### src/rtl/muldiv_pkg.sv
// muldiv_pkg: op codes, FSM states and op classification shared by the multiply/divide unit
package muldiv_pkg;
    localparam logic [2:0] MULT  = 3'b000;
    localparam logic [2:0] MULTU = 3'b001;
    localparam logic [2:0] DIV   = 3'b010;
    localparam logic [2:0] DIVU  = 3'b011;
    localparam logic [2:0] MTHI  = 3'b100;
    localparam logic [2:0] MTLO  = 3'b101;

    typedef enum logic [1:0] {
        IDLE   = 2'd0,
        RUN    = 2'd1,
        FINISH = 2'd2
    } state_e;

    function automatic logic is_iter(input logic [2:0] op);
        return op[2] == 1'b0;
    endfunction
endpackage

### src/rtl/muldiv_step.sv
// muldiv_step: one shift-add multiply step or one restoring-divide step on the {hi,lo} working pair
module muldiv_step #(
    parameter int N_BITS = 32
) (
    input  logic              div_i,
    input  logic [N_BITS-1:0] hi_i,
    input  logic [N_BITS-1:0] lo_i,
    input  logic [N_BITS-1:0] opnd_i,
    output logic [N_BITS-1:0] hi_o,
    output logic [N_BITS-1:0] lo_o
);
    logic [N_BITS:0] sum, shifted, diff;

    assign sum     = {1'b0, hi_i} + {1'b0, (lo_i[0] ? opnd_i : {N_BITS{1'b0}})};
    assign shifted = {hi_i, lo_i[N_BITS-1]};
    assign diff    = shifted - {1'b0, opnd_i};

    // mul: lo holds unconsumed multiplier bits and receives product bits from the top
    // div: lo shifts dividend bits out and quotient bits in
    always_comb begin
        hi_o = div_i ? (diff[N_BITS] ? shifted[N_BITS-1:0] : diff[N_BITS-1:0]) : sum[N_BITS:1];
        lo_o = div_i ? {lo_i[N_BITS-2:0], ~diff[N_BITS]} : {sum[0], lo_i[N_BITS-1:1]};
    end
endmodule

### src/rtl/muldiv_unit.sv
// muldiv_unit: iterative MULT/MULTU/DIV/DIVU engine owning the HI/LO registers.
// MULDIV_FAST_MULT_EN selects a single-cycle combinational multiplier for MULT/MULTU.
module muldiv_unit
    import muldiv_pkg::*;
#(
    parameter int N_BITS = 32
) (
    input  logic              clk,
    input  logic              reset,
    input  logic              in_start,
    input  logic [2:0]        in_op_3,
    input  logic [N_BITS-1:0] in_A_32,
    input  logic [N_BITS-1:0] in_B_32,
    output logic              out_busy,
    output logic              out_done,
    output logic [N_BITS-1:0] out_HI_32,
    output logic [N_BITS-1:0] out_LO_32
);
    localparam int CW = $clog2(N_BITS);

    state_e              state_q, state_d;
    logic [CW-1:0]       cnt_q;
    logic [N_BITS-1:0]   hi_q, lo_q, acc_hi_q, acc_lo_q, opnd_q, a_q;
    logic                div_q, b_zero_q, qneg_q, rneg_q, done_q;
    logic [N_BITS-1:0]   step_hi, step_lo, mag_a, mag_b;
    logic [2*N_BITS-1:0] init, acc, res;
    logic                issue, fast, is_div, a_neg, b_neg, mt_hi, mt_lo;

    assign is_div = in_op_3[1];
    assign a_neg  = !in_op_3[0] && in_A_32[N_BITS-1];
    assign b_neg  = !in_op_3[0] && in_B_32[N_BITS-1];
    assign mag_a  = a_neg ? -in_A_32 : in_A_32;
    assign mag_b  = b_neg ? -in_B_32 : in_B_32;
    assign issue  = state_q == IDLE && in_start && is_iter(in_op_3);
    assign mt_hi  = state_q == IDLE && in_start && in_op_3 == MTHI;
    assign mt_lo  = state_q == IDLE && in_start && in_op_3 == MTLO;

    muldiv_step #(.N_BITS(N_BITS)) u_step (
        .div_i  (div_q),
        .hi_i   (acc_hi_q),
        .lo_i   (acc_lo_q),
        .opnd_i (opnd_q),
        .hi_o   (step_hi),
        .lo_o   (step_lo)
    );

    always_comb begin
        init = {{N_BITS{1'b0}}, (is_div ? mag_a : mag_b)};
        fast = 1'b0;
`ifdef MULDIV_FAST_MULT_EN
        fast = !is_div;
        if (!is_div) init = {{N_BITS{1'b0}}, mag_a} * {{N_BITS{1'b0}}, mag_b};
`endif
    end

    // Magnitude result is sign-corrected here; divide-by-zero bypasses the datapath entirely
    always_comb begin
        acc = {acc_hi_q, acc_lo_q};
        res = div_q ? (b_zero_q ? {a_q, {N_BITS{1'b1}}}
                                : {(rneg_q ? -acc_hi_q : acc_hi_q), (qneg_q ? -acc_lo_q : acc_lo_q)})
                    : (qneg_q ? -acc : acc);
    end

    always_ff @(posedge clk) begin
        if (!reset) state_q <= IDLE;
        else        state_q <= state_d;
    end

    always_comb begin
        state_d = state_q;
        case (state_q)
            IDLE:    state_d = issue ? (fast ? FINISH : RUN) : IDLE;
            RUN:     state_d = cnt_q == CW'(N_BITS - 1) ? FINISH : RUN;
            FINISH:  state_d = IDLE;
            default: state_d = IDLE;
        endcase
    end

    always_comb begin
`ifdef MULDIV_FAST_MULT_EN
        out_busy = state_q == RUN || (state_q == FINISH && !div_q);
`else
        out_busy = state_q == RUN;
`endif
        out_done  = done_q;
        out_HI_32 = hi_q;
        out_LO_32 = lo_q;
    end

    always_ff @(posedge clk) begin
        if (!reset) begin
            cnt_q    <= '0;
            hi_q     <= '0;
            lo_q     <= '0;
            acc_hi_q <= '0;
            acc_lo_q <= '0;
            opnd_q   <= '0;
            a_q      <= '0;
            div_q    <= 1'b0;
            b_zero_q <= 1'b0;
            qneg_q   <= 1'b0;
            rneg_q   <= 1'b0;
            done_q   <= 1'b0;
        end else begin
            done_q <= state_q == FINISH;
            cnt_q  <= state_q == RUN ? cnt_q + 1'b1 : '0;
            if (issue) begin
                div_q    <= is_div;
                a_q      <= in_A_32;
                b_zero_q <= in_B_32 == '0;
                qneg_q   <= a_neg ^ b_neg;
                rneg_q   <= a_neg;
                opnd_q   <= is_div ? mag_b : mag_a;
                acc_hi_q <= init[2*N_BITS-1:N_BITS];
                acc_lo_q <= init[N_BITS-1:0];
            end else if (state_q == RUN) begin
                acc_hi_q <= step_hi;
                acc_lo_q <= step_lo;
            end
            if (state_q == FINISH) begin
                hi_q <= res[2*N_BITS-1:N_BITS];
                lo_q <= res[N_BITS-1:0];
            end else begin
                if (mt_hi) hi_q <= in_A_32;
                if (mt_lo) lo_q <= in_A_32;
            end
        end
    end
endmodule

### config.mk
export PLATFORM = sky130hd
export DESIGN_NAME = muldiv_unit
export DESIGN_NICKNAME = d
export VERILOG_FILES = /design/src/rtl/muldiv_pkg.sv /design/src/rtl/muldiv_step.sv /design/src/rtl/muldiv_unit.sv
export SDC_FILE = /design/constraint.sdc
export NUM_CORES = 1
export LEC_CHECK = 0
export BUFFER_PORTS_ARGS = -buffer_cell sky130_fd_sc_hd__buf_2
export CAP_MARGIN = 20
export CORE_AREA = 2 2 209 211
export CTS_CLUSTER_SIZE = 12
export DETAILED_ROUTE_END_ITERATION = 7
export DIE_AREA = 0 0 211 213
export MAX_ROUTING_LAYER = met4
export PLACE_DENSITY_LB_ADDON = 0.1
export SLEW_MARGIN = 20
export SYNTH_ARGS = -nofsm -noshare
export SYNTH_HDL_FRONTEND = slang
export SYNTH_SLANG_ARGS = --single-unit
### constraint.sdc
create_clock -name clk -period 4.83 [get_ports clk]
set_clock_uncertainty 0.2 [all_clocks]
set_input_delay 0.483 -clock clk [delete_from_list [all_inputs] [get_ports clk]]
set_output_delay 0.483 -clock clk [all_outputs]
set_load 0.005 [all_outputs]
==> results of run 1 <==
## cell type report
cell class	count	area (um^2)	share of cell area
inverters	60	225	0.0120
multi-input cells	1843	11900	0.631
clock buffers	38	757	0.0403
clock inverters	9	101	0.00539
well taps	546	683	0.0363
repair buffers	188	1080	0.0572
flip-flops and latches	204	4090	0.218
## report_power, final
group          internal [uW]  switching (uW)
registers               1760             111
logic                    587            1110
clock network           1190             820
## layout by cell type (no fill, tap or decap), types with 17 or more instances in the layout
master | Yosys | routed
o221ai_1 | 25 | 25
nor2_1 | 199 | 198
xor2_1 | 100 | 100
o31ai_1 | 35 | 35
o21a_1 | 23 | 23
nor3_1 | 47 | 47
mux2_2 | 42 | 42
a21boi_0 | 55 | 55
o211ai_1 | 34 | 34
nand3_1 | 43 | 43
inv_1 | 58 | 57
buf_4 | 0 | 54
or3_1 | 22 | 22
ha_1 | 70 | 70
clkbuf_16 | 0 | 27
nor4_1 | 21 | 21
a21o_1 | 31 | 31
nand2_1 | 271 | 271
xnor2_1 | 85 | 85
a21oi_1 | 185 | 184
a211oi_1 | 44 | 44
dfxtp_1 | 204 | 201
mux2i_1 | 75 | 75
o21ai_0 | 196 | 196
and3_1 | 17 | 17
buf_2 | 7 | 134
## logic make-up after synthesis
| group | after synthesis |
|---|---|
| AOI/OAI and AO/OA | 754 |
| and+or+nand+nor | 715 |
| buffers and inverters | 234 |
| DFF | 204 |
| xor gates and xnor gates | 185 |
| muxes | 117 |
| adders and majority gates | 72 |
## flip-flops by register name, summed over array words and instances, names as in the netlist
| name | count |
|---|---|
| a_q | 32 |
| acc_hi_q | 32 |
| acc_lo_q | 32 |
| opnd_q | 32 |
| out_HI_32 | 32 |
| out_LO_32 | 32 |
| cnt_q | 5 |
| state_q | 2 |
| b_zero_q | 1 |
| div_q | 1 |
| out_done | 1 |
| qneg_q | 1 |
| rneg_q | 1 |
## stage by stage
stage	total power (uW)	util	hold slack [ns]	worst slack, ns	cell area [um^2]
after global routing	5790	0.440	0.0817	0.437	18800
after global placement	3550	0.420	0.234	0.791	17900
after detailed placement	3560	0.420	0.242	0.660	17900
after floorplan	2960	-	0.218	1.43	16800
after CTS	5570	0.440	0.0594	0.631	18800
final	5570	0.440	0.0844	0.585	18800
## layer usage
layer,GRT usage,routed length [um],vias to the layer above
met4,0.130,3360,0
li1,-,-,8333
met5,-,0,-
met3,0.0312,3720,146
met2,0.512,32900,656
met1,0.405,31100,8537
## path summary, 6_finish.rpt
check,from,end
max,acc_lo_q[31],acc_hi_q[30]
min,in_A_32[29],a_q[29]
max reg2reg,acc_lo_q[31],acc_hi_q[30]
min reg2reg,cnt_q[0],cnt_q[0]
## worst reg2reg max path: stages (launching register included)
cell and delay [ns]:
dfxtp_1 0.42, inv_1 0.12, ha_1 0.24, fa_1 0.42
nand2b_1 0.19, a21oi_1 0.17, a211oi_1 0.07, buf_4 0.16
o21ai_0 0.53, o211a_1 0.33, o21a_1 0.48, nor2_1 0.13
buf_4 0.24, a41oi_1 0.29, a221oi_1 0.13
==> qor.txt, run 1 <==
Status -> finished clean
Cell variety after synth -> 73
Period utilisation layout -> 0.879
Slowest-stage cell, CP -> o21ai_0
Post-synthesis adder-cell area fraction -> 0.0544
Inserted Diodes -> 0
Post-route DRC -> 0
Critical Path Sink Type -> flop
Hold WC Path Type -> in2reg
Asr flop ratio synth -> 0
Crit path depth -> 14
Post-CTS sizing -> 0
Setup TNS -> 0 ns
Minimum clock period -> 4.25 ns
Flop2flop setup slack -> 0.58 ns
Leakage -> 0.00747 uW
# hold bufs at CTS -> 0
Hold Vio Cnt, Final -> 0
Max Cap Violations -> 0
FF+latch count, synth -> 204
Count leader, synth -> nand2_1
Post-placement cell count -> 2,841
Fillers -> 4,445
Startpoint types -> flop
Largest net degree at the start of global routing -> 75
Instance count of the mapped netlist -> 2,281
Required time worst endpoint -> 5.06 ns
Share of the synthesized area in the top cell type -> 0.243
Syn Area/Cell -> 7.38 um^2
CTS tree -> yes
Detailed Place HPWL -> 54.2 mm
Crit-path leading delay family -> compound AO/OA/AOI/OAI gates
Mux cell area share after synthesis -> 0.0727
Vias in the first global route -> 16,200
Post-synth top flop -> dfxtp_1
Wire per inst -> 24.6 um
Synth Area in Compound Gates -> 0.286
Delay of the slowest critical-path stage -> 0.52 ns
Vias per inst -> 6.12
Worst IR Drop VDD -> 0.187 mV
Worst path cell trace -> inv_1 -> ha_1 -> fa_1 -> nand2b_1 -> a21oi_1 -> a211oi_1 -> buf_4 -> o21ai_0 -> o211a_1 -> o21a_1 -> nor2_1 -> buf_4 -> a41oi_1 -> a221oi_1
Cell Pwr Density -> 297 nW/um^2
Most frequent cells after synthesis -> nand2_1, dfxtp_1, nor2_1, o21ai_0, a21oi_1
Initial core utilization -> 0.394
Die Ht -> 213 um
Fraction of the yosys area taken by sequential cells -> 0.243
Post-Synth XOR/XNOR Area -> 0.0963
Count of flip-flops with a built-in enable after synthesis -> 0
Max-slew violations -> 0
Clk Tree Root Cell -> clkbuf_16
Fmax achieved -> 236 MHz
Clock Path Buffers -> 3
Worst path most repeated cell -> buf_4
I/O pin cnt -> 136
Area contributors post-synth -> dfxtp_1, nand2_1, o21ai_0
Global route overflow -> 0
Fin nets -> 2,465
Initial antenna violation count -> 3
Area Overhead vs Synth -> 11.7%
Crit Path Class -> reg2reg
Hold depth -> 3
Die Area -> 44,900 um^2
CP arrival -> 4.47 ns
Crit-path max FO -> 16
Cells on worst reg2reg path -> 14
Placement Rows -> 76
Syn Nets -> 2,423
Cts bufs inserted -> 26
Gpl congestion -> 0.985
Fin cells -> 2,888
DRT iter0 DRCs -> 1,532
WL final -> 71.1 mm
Relative slew slack -> 0.260
Clock Sinks -> 204
Area leader, netlist -> dfxtp_1
Die Wd -> 211 um
CORE AREA -> 42,700 um^2
First-pass GRT wire length -> 104 mm
Layout cells sized above 1 -> 0.129
RSZ-0062 raised after global routing -> no
Worst slew pin tran -> 1.11 ns
Ys Warns -> 0
Post-Synthesis Cell Area -> 16,800 um^2
Combinational family with the most area after synthesis -> compound AO/OA/AOI/OAI gates
Buf/Inv on CP -> 3
Vias post-DR -> 17,700
Post-CTS Setup Bufs -> 0
# setup viols final -> 0
Post-Synth Simple-Gate Area -> 0.194
I/O Buffers -> 135
Worst-path clk slew -> 0.06 ns
Routed Antenna Nets -> 0
H-tree level count -> 1
Total track usage -> 0.316
DRT Pass-1 Iters -> 7
Latest clock arrival within the worst-skew pair -> 0.56 ns
No activity file was read; power rests on OpenSTA's default activity.
==> run 2: changes to the inputs <==
- CORE_AREA: 2 2 209 211 -> 2 2 199 221
- DIE_AREA: 0 0 211 213 -> 0 0 201 223
==> qor.txt, run 2 (synthesis gave the netlist of run 1 again) <==
Fin worst setup slack -> 0.617 ns
Post-CTS Setup Bufs -> 0
Status -> finished clean
Die Area -> 44,800 um^2
Initial antenna violation count -> 4
Clock Path Buffers -> 3
# setup viols final -> 0
Cell Pwr Density -> 301 nW/um^2
Wire per inst -> 24.3 um
Detailed Place HPWL -> 53.0 mm
Worst slew pin tran -> 1.03 ns
Required time worst endpoint -> 5.10 ns
Critical Path Sink Type -> flop
Clk Tree Root Cell -> clkbuf_16
Area Overhead vs Synth -> 12.5%
Fmax achieved -> 237 MHz
Post-CTS sizing -> 0
I/O pin cnt -> 136
Fin nets -> 2,462
Latest clock arrival within the worst-skew pair -> 0.57 ns
Crit-path max FO -> 16
Die Ht -> 223 um
Cts bufs inserted -> 26
Vias in the first global route -> 16,900
Leakage -> 0.00751 uW
Period utilisation layout -> 0.872
Minimum clock period -> 4.21 ns
Hold WC Path Type -> in2reg
DRT Pass-1 Iters -> 5
Gpl congestion -> 0.970
Max Cap Violations -> 0
Post-route DRC -> 0
Crit Path Class -> reg2reg
Total track usage -> 0.318
Place WS -> 0.697 ns
Vias per inst -> 6.06
Relative slew slack -> 0.311
Hold Vio Cnt, Final -> 0
H-tree level count -> 1
Startpoint types -> flop
CTS tree -> yes
Routed Antenna Nets -> 0
WL final -> 70.9 mm
First-pass GRT wire length -> 107 mm
Largest net degree at the start of global routing -> 77
CORE AREA -> 42,700 um^2
Fin area -> 18,900 um^2
Total power -> 5690 uW
Flop2flop setup slack -> 0.62 ns
Worst IR Drop VDD -> 0.270 mV
I/O Buffers -> 135
Setup TNS -> 0 ns
Most common cell after layout, fill and taps aside -> nand2_1
Most frequent cells in the layout -> nand2_1, dfxtp_1, nor2_1, o21ai_0, a21oi_1
CP arrival -> 4.48 ns
Clock Sinks -> 204
# hold bufs at CTS -> 0
Fillers -> 4,434
DRT iter0 DRCs -> 1,584
Layout cells sized above 1 -> 0.129
RSZ-0062 raised after global routing -> no
Placement Rows -> 80
Global route overflow -> 0
Worst-path clk slew -> 0.06 ns
Initial core utilization -> 0.394
Die Wd -> 201 um
Max-slew violations -> 0
Instance area at placement -> 18,000 um^2
Vias post-DR -> 17,700
-- run 2: cell count changes in the layout (fill, tap and decap cells not counted), sizes merged --
| cell | before | now |
|---|---|---|
| diode | 0 | 1 |
| buf | 188 | 185 |
| bufinv | 2 | 4 |
| clkinv | 7 | 4 |
-- run 2: worst max-delay path: stages, from the launching register on --
cell	delay [ns]
dfxtp_1	0.37
inv_1	0.15
ha_1	0.20
fa_1	0.23
nand2b_1	0.15
a21oi_1	0.08
a211oi_1	0.57
o21ai_0	0.35
o211a_1	0.34
o21a_1	0.37
nor2_1	0.46
buf_12	0.23
a41oi_1	0.11
a221oi_1	0.32
-- run 2: worst paths after layout --
check | start | to | depth (start not counted)
worst max register to register | acc_lo_q[31] | acc_hi_q[30] | 13
worst max-delay path | acc_lo_q[31] | acc_hi_q[30] | 13
worst min-delay path | in_A_32[3] | a_q[3] | 3
worst min register to register | cnt_q[0] | cnt_q[0] | 1
-- run 2: per-layer routing --
metal | up-vias | share of wire | track usage
met2 | 663 | 0.46 | 0.510
met5 | - | 0 | -
met4 | 0 | 0.060 | 0.163
li1 | 8309 | - | -
met3 | 177 | 0.057 | 0.0345
met1 | 8509 | 0.42 | 0.395
-- run 2: report_power, final --
group	total [uW]	switching (uW)	internal [uW]	leakage, uW
Clock	2170	827	1350	0.000462
Sequential	1870	107	1760	0.00166
Combinational	1650	1070	583	0.00539
Total	5690	2000	3690	0.00751
-- run 2: cell type report --
type / count / area [um^2] / share of cell area
Inverter: 60 / 225 / 0.0119
Antenna cell: 1 / 2.50 / 0.000132
Clock inverter: 8 / 143 / 0.00753
Clock buffer: 38 / 797 / 0.0421
Tap cell: 574 / 718 / 0.0379
Sequential cell: 204 / 4090 / 0.216
Multi-Input combinational cell: 1843 / 11900 / 0.627
Timing Repair Buffer: 185 / 1090 / 0.0576
-- run 2: stage by stage --
| stage | utilization | hold slack [ns] | std cells |
|---|---|---|---|
| after global routing | 0.443 | 0.0806 | 2912 |
| after global placement | 0.420 | 0.230 | 2865 |
| after detailed placement | 0.420 | 0.245 | 2865 |
| after CTS | 0.442 | 0.0412 | 2911 |
| after floorplan | - | 0.218 | 2281 |
| final | 0.443 | 0.0672 | 2913 |
